File: src/rtl/phase_sequencer.sv
// Phase sequencer for the multi-cycle MIPS CPU.
// Steps a one-hot phase vector p0..p4 once per cycle. Each instruction
// ends on the last phase it needs: p2 for branches, p3 for stores and p4
// for everything else. The vector holds while memory stalls, and the
// sequencer halts on an unsupported instruction. It also counts active
// cycles and retired instructions.
module phase_sequencer #(
  parameter int CNT_W = 32
) (
  input  logic             clk,
  input  logic             reset,
  input  logic             run,
  input  logic             stall,
  input  logic [5:0]       op,
  input  logic [5:0]       irfunc,
  output logic [4:0]       p,
  output logic             instr_done,
  output logic             illegal,
  output logic [CNT_W-1:0] cycle_cnt,
  output logic [CNT_W-1:0] instr_cnt
);

  // Consecutive encoding of P0..P4 lets "next phase" be state + 1.
  typedef enum logic [2:0] {
    S_IDLE = 3'd0,
    S_P0   = 3'd1,
    S_P1   = 3'd2,
    S_P2   = 3'd3,
    S_P3   = 3'd4,
    S_P4   = 3'd5,
    S_HALT = 3'd6
  } state_t;

  state_t state, state_nxt;
  state_t last_phase;
  logic   legal;
  logic   active;
  logic   adv;
  logic   set_illegal;

  // Map a state to its one-hot phase vector. IDLE and HALT drive all zeros.
  function automatic logic [4:0] phase_vec(input state_t s);
    case (s)
      S_P0:    phase_vec = 5'b00001;
      S_P1:    phase_vec = 5'b00010;
      S_P2:    phase_vec = 5'b00100;
      S_P3:    phase_vec = 5'b01000;
      S_P4:    phase_vec = 5'b10000;
      default: phase_vec = 5'b00000;
    endcase
  endfunction

  // Decode the IR to find whether the instruction is supported and
  // which phase it finishes on.
  always_comb begin
    // NOTE: assign every always_comb output a default first. Otherwise a
    // path that never assigns it makes the tool infer a latch.
    legal      = 1'b0;
    last_phase = S_P4;
    case (op)
      6'h00: begin
        case (irfunc)
          6'h08, 6'h09,                              // jr, jalr
          6'h20, 6'h24, 6'h25, 6'h26, 6'h27, 6'h2A:  // add, and, or, xor, nor, slt
            legal = 1'b1;
          default: legal = 1'b0;
        endcase
      end
      6'h04, 6'h05: begin                            // beq, bne
        legal      = 1'b1;
        last_phase = S_P2;
      end
      6'h2B: begin                                   // sw
        legal      = 1'b1;
        last_phase = S_P3;
      end
      6'h23, 6'h02, 6'h03,                           // lw, j, jal
      6'h09, 6'h0C, 6'h0D, 6'h0E:                    // addiu, andi, ori, xori
        legal = 1'b1;
      default: legal = 1'b0;
    endcase
  end

  assign active = (state != S_IDLE) && (state != S_HALT);
  assign adv    = active && !stall;

  // Next-state logic. It also produces the retire pulse and the
  // illegal-instruction trap.
  always_comb begin
    state_nxt   = state;
    instr_done  = 1'b0;
    set_illegal = 1'b0;
    case (state)
      S_IDLE: if (run) state_nxt = S_P0;
      S_P0:   if (adv) state_nxt = S_P1;
      S_P1, S_P2, S_P3, S_P4: begin
        if (adv) begin
          if ((state == S_P1) && !legal) begin
            set_illegal = 1'b1;
            state_nxt   = S_HALT;
          end else if (state == last_phase) begin
            instr_done = 1'b1;
            state_nxt  = run ? S_P0 : S_IDLE;
          end else begin
            state_nxt = state_t'(state + 3'd1);
          end
        end
      end
      default: state_nxt = S_HALT;
    endcase
  end

  // State register. The phase vector is registered beside it, so p never
  // glitches and never has more than one bit set.
  always_ff @(posedge clk or negedge reset) begin
    if (!reset) begin
      state <= S_IDLE;
      p     <= 5'b00000;
    end else begin
      // NOTE: sequential state uses non-blocking assignments. Every flop
      // then samples its pre-edge value, so there are no ordering races.
      state <= state_nxt;
      p     <= phase_vec(state_nxt);
    end
  end

  // The illegal flag is sticky. Only reset clears it.
  always_ff @(posedge clk or negedge reset) begin
    if (!reset)           illegal <= 1'b0;
    else if (set_illegal) illegal <= 1'b1;
  end

  // Activity counters. They wrap silently modulo 2^CNT_W.
  always_ff @(posedge clk or negedge reset) begin
    if (!reset) begin
      cycle_cnt <= '0;
      instr_cnt <= '0;
    end else begin
      if (active)     cycle_cnt <= cycle_cnt + CNT_W'(1);
      if (instr_done) instr_cnt <= instr_cnt + CNT_W'(1);
    end
  end

endmodule
File: config.mk
export PLATFORM = sky130hd
export DESIGN_NAME = phase_sequencer
export DESIGN_NICKNAME = d
export VERILOG_FILES = /design/src/rtl/phase_sequencer.sv
export SDC_FILE = /design/constraint.sdc
export NUM_CORES = 1
export LEC_CHECK = 0
export ABC_CLOCK_PERIOD_IN_PS = 3200
export CORE_AREA = 2 2 90 92
export CTS_CLUSTER_SIZE = 20
export DETAILED_ROUTE_END_ITERATION = 6
export DIE_AREA = 0 0 92 94
export PLACE_DENSITY = 0.78
export REMOVE_ABC_BUFFERS = 1
export SYNTH_ARGS = -nofsm -noshare
export SYNTH_HDL_FRONTEND = slang
export SYNTH_SLANG_ARGS = --single-unit
File: constraint.sdc
create_clock -name clk -period 3.2 [get_ports clk]
set_input_delay 0.64 -clock clk [delete_from_list [all_inputs] [get_ports clk]]
set_output_delay 0.64 -clock clk [all_outputs]
set_load 0.02 [all_outputs]
**Yosys cells after proc, flatten, opt, wreduce, memory -nomap -nowiden**

Index checks and enable logic that the tools add are counted.

- Logic and storage cells: 68
- Register bits: 73
- Input bits: 16

- Equality and inequality tests: 30
- Add/subtract/negate cells: 3
- Reductions and logical operators: 12
- Mux-type cells: 18

Operator list:

| operator | count |
|---|---|
| adder 32 x 1 -> 32 bit, second input constant | 2 |
| equality test 6 bit, second input constant | 8 |
| equality test 6 x 4 -> 1 bit, second input constant | 6 |
| case mux 5 bit (5 select lines) | 1 |
| two-way mux 3 bit | 5 |
| equality test 3 x 2 -> 1 bit, second input constant | 4 |
| equality test 3 bit, second input constant | 4 |
| equality test 6 x 2 -> 1 bit, second input constant | 2 |
| equality test 6 x 3 -> 1 bit, second input constant | 2 |
| OR reduction 10 bit | 1 |
| two-way mux 1 bit | 9 |
| case mux 3 bit (3 select lines) | 1 |
| OR reduction 8 bit | 1 |
| equality test 3 x 1 -> 1 bit, second input constant | 2 |
| logical NOT 6 bit | 1 |
| case mux 3 bit (2 select lines) | 1 |
| OR reduction 4 bit | 1 |
| adder 3 x 1 -> 3 bit, second input constant | 1 |
| equality test 3 bit | 1 |
| logical AND 1 bit | 3 |
| logical NOT 3 bit | 1 |
| != test 3 bit, second input constant | 1 |
| nonzero test 3 bit | 1 |
| logical NOT 1 bit | 2 |
| 2 further kinds | 2 |

**Depth between registers and ports, before layout**

- Depth after elaboration: 11
- Gate-level depth with buffers: 9

**Worst setup path before layout**

OpenSTA, ideal clock, no wires.

- Path kind: input to output
- Start: input port op[1]
- End: output port instr_done
- Data arrival time: 2284 ps
- Stages: 5
- Slack: 276 ps
- Cells stage by stage: or4_4 > or3_4 > a221oi_4 > and2_1 > buf_6

- Longest elaborated chain between the ends: 8
- Elaborated cells on any way between the ends: 22
- Those cells by class: eq/ne: 11; mux: 6; reduce/logical: 5

RTL lines:

| what | line | text |
|---|---|---|
| start, declared | 14 | `input logic [5:0] op,` |
| equality test 6 x 3 -> 1 bit, or another cell as far along | 60 | `case (op)` |
| OR reduction 2 bit or OR reduction 10 bit (tied branches) | -- |  |
| case mux 3 bit (2 select lines) or case mux 1 bit (2 select lines) (tied branches) | 60 |  |
| equality test 3 bit or logical NOT 1 bit (tied branches) | 101, 98 |  |
| two-way mux 1 bit or logical AND 1 bit (tied branches) | 101, 98 |  |
| two-way mux 1 bit * | 98 | `if ((state == S_P1) && !legal) begin` |
| two-way mux 1 bit * | 97 | `if (adv) begin` |
| two-way mux 1 bit * | 93 | `case (state)` |
| end, declared | 17 | `output logic instr_done,` |

Every way passes the cells marked *; elsewhere a longest branch is shown, timed or not.

**Worst setup path in the final report**

- Start: input port op[5]
- End: output port instr_done

Same word-level chain as after synthesis.

==> run metrics <==
critical path's slowest cell=or4_4; critical path launch point=op[5]; Post-Place Worst Slack=-0.466 ns; CTS tree=done; reg-to-reg endpoint=cycle_cnt[31]$_DFFE_PN0P_; fin crit period=3.15 ns; DRC Markers=0; DP Cell Count=551; Clock Tree Root=clkbuf_8; core area=7610 um2; Min-Delay Path Class=input port to async pin; YS warnings=0; first-pass GRT wire length=13.7 mm; Max VDD drop=178 uV; setup TNS=0 ns; setup violators final=0; DIE HEIGHT=94 um; RSZ-0062 raised after global routing=no; router iterations before antenna repair=4; Post-synth ARST share=100%; GP Congestion=0.833; WP depth=6; Pleak=2.31 nW; remaining global-route overflow=0; row cnt=32; Initial Utilization=49.0%; final worst setup slack=0.0529 ns; Mapped Avg Cell Area=10.6 um2; initial antenna violation count=0; WL/cell=14.4 um; post-route ant nets=0; Pwr per Cell Area=349 nW/um2; Worst setup EP type=output port; number of synthesized flops with an enable pin=0; initial drt markers=143; slowest stage delay, CP=0.49 ns; reg2reg setup slack=0.57 ns; final wirelength=8.13 mm; period utilization=98.3%; CP Cell Sequence=clkdlybuf4s50_1, or4_4, or3_4, a221oi_4, and2_4, buf_6; Seq cells post-synth=73; RR Startpoint=state[1]$_DFF_PN0_; DP Area=4820 um2; CP arrival=2.51 ns; post-synthesis cell count=351; final hold violation count=0; n_diodes=0; CP Class=input port to output port; clock latency on the worst-skew pair=0.33 ns; io pins=87; delay-heaviest family, CP=simple AND/OR/NAND/NOR gates; skew final=0.00887 ns; worst hold slack=0.329 ns; final core utilization=66.1%; Slew Viols, Final=0; largest net degree at the start of global routing=74; Slew headroom=56.7%; CP required=2.56 ns; HPWL after DPL=6.00 mm; post-DR vias/cell=5.30; port buffer count=86; Post-synth top flop=dfrtp_1; sequential area share after synthesis=49.0%; die width=92 um; final std cells w/o fill=566; CTS Sinks=73; Design Power=1.76 mW; Max clock buf depth=2; Setup Fix Bufs, Post-CTS=0; cell depth of the worst flop-to-flop path=9; area delta synth->final=35.0%; die footprint=8650 um2; worst path bufs/invs=2; final net count=483; Vias=2999; Num CTS Buffers=9; share of cells above drive strength 1=11.4%; Synth Cell Area=3730 um2; clock slew at reported path FFs=0.07 ns; vias in the first global route=2963; fmax=0.318 GHz; Max FO, Critical Path=2; crit path launch type=input port; max_cap viols=0; CTS H-tree depth=3; status=complete, no violations; filler instances=608; gr usage total=19.8%; Worst Max-Slew Pin Slew=0.644 ns; Yosys cell types=52; CP endpoint=instr_done; fin area=5030 um2
==> registers in the layout, indices dropped and copies added (netlist names) <==
signal     flops
cycle_cnt     32
state          3
illegal        1
instr_cnt     32
p              5
==> cell usage in the layout, fill, tap and decap left out, types with 3 or more instances in the layout <==
master	count
and4_1	8
inv_1	19
clkbuf_8	9
nor3_1	8
a21o_1	3
xnor2_1	33
nand2_1	27
nand4_1	17
nand3_1	14
and3_1	12
nand2b_1	6
nor2b_1	4
nor4_1	4
ha_1	7
xor2_1	27
nor3b_1	4
a21oi_1	6
buf_4	15
dfrtp_1	73
clkdlybuf4s50_1	82
o21ai_0	5
nor2_1	30
==> power by group <==
group          switching [mW]  leakage [nW]  internal [mW]
registers            0.000749         0.980          0.922
clock network           0.333         0.102          0.435
logic                  0.0344          1.22         0.0300
==> per-layer routing <==
layer  up-vias  GRT usage (%)  part of all wire (%)
met5         -              0                     0
met4         0           6.97                   1.4
met3        14           3.37                   4.3
met2        91           33.4                    48
met1      1454           25.9                    46
li1       1440              -                     -
==> worst min-delay path by stage <==
| stage | start | end | slack [ns] |
|---|---|---|---|
| 6_report | reset | cycle_cnt[9]$_DFFE_PN0P_ | 0.33 |
| 5_1_grt | reset | cycle_cnt[4]$_DFFE_PN0P_ | 0.34 |
| 4_1_cts | reset | cycle_cnt[4]$_DFFE_PN0P_ | 0.34 |
| 3_5_place_dp | instr_cnt[31]$_DFFE_PN0P_ | instr_cnt[31]$_DFFE_PN0P_ | 0.48 |
| 3_3_place_gp | instr_cnt[31]$_DFFE_PN0P_ | instr_cnt[31]$_DFFE_PN0P_ | 0.46 |
| 2_1_floorplan | reset | cycle_cnt[0]$_DFFE_PN0P_ | 0.34 |
==> final cells by class <==
cell class                 instances  area [um2]  share of cell area, %
inverter                          19        71.3                   1.42
sequential                        73        1830                   36.3
timing repair buffer             102         987                   19.6
multi-input combinational        255        1810                   35.9
clock buffer                      10         128                   2.54
tap                              102         128                   2.54
clock inverter                     5        81.3                   1.62
==> synth_stat cells (4+ instances only) <==
library cell | n | area [um2]
a21oi_1 | 6 | 30.0
and3_1 | 12 | 75.1
and4_1 | 8 | 70.1
dfrtp_1 | 73 | 1830
ha_1 | 7 | 87.6
inv_1 | 19 | 71.3
nand2_1 | 27 | 101
nand2b_1 | 6 | 37.5
nand3_1 | 14 | 70.1
nand4_1 | 17 | 106
nor2_1 | 30 | 113
nor2b_1 | 4 | 25.0
nor3_1 | 8 | 40.0
nor3b_1 | 4 | 30.0
nor4_1 | 4 | 25.0
o21ai_0 | 5 | 25.0
xnor2_1 | 33 | 289
xor2_1 | 27 | 236
==> kinds of logic (layout without fill, tap and decap cells) <==
kind of cell,count (synthesis),after routing,synth area share (%)
xor+xnor,62,62,15.0
fa+ha+maj,7,7,2.35
simple gates,152,152,23.6
compound gates,31,31,6.55
buf+inv,23,136,2.52
mux,3,3,0.974
flops,73,73,49.0
==> what timing repair did <==
item	in CTS	in global routing
pin swaps	3	1
gates resized for setup	9	0
hold buffers	0	0
setup endpoints to repair	1	1
Power figures use the tool's default switching activity.
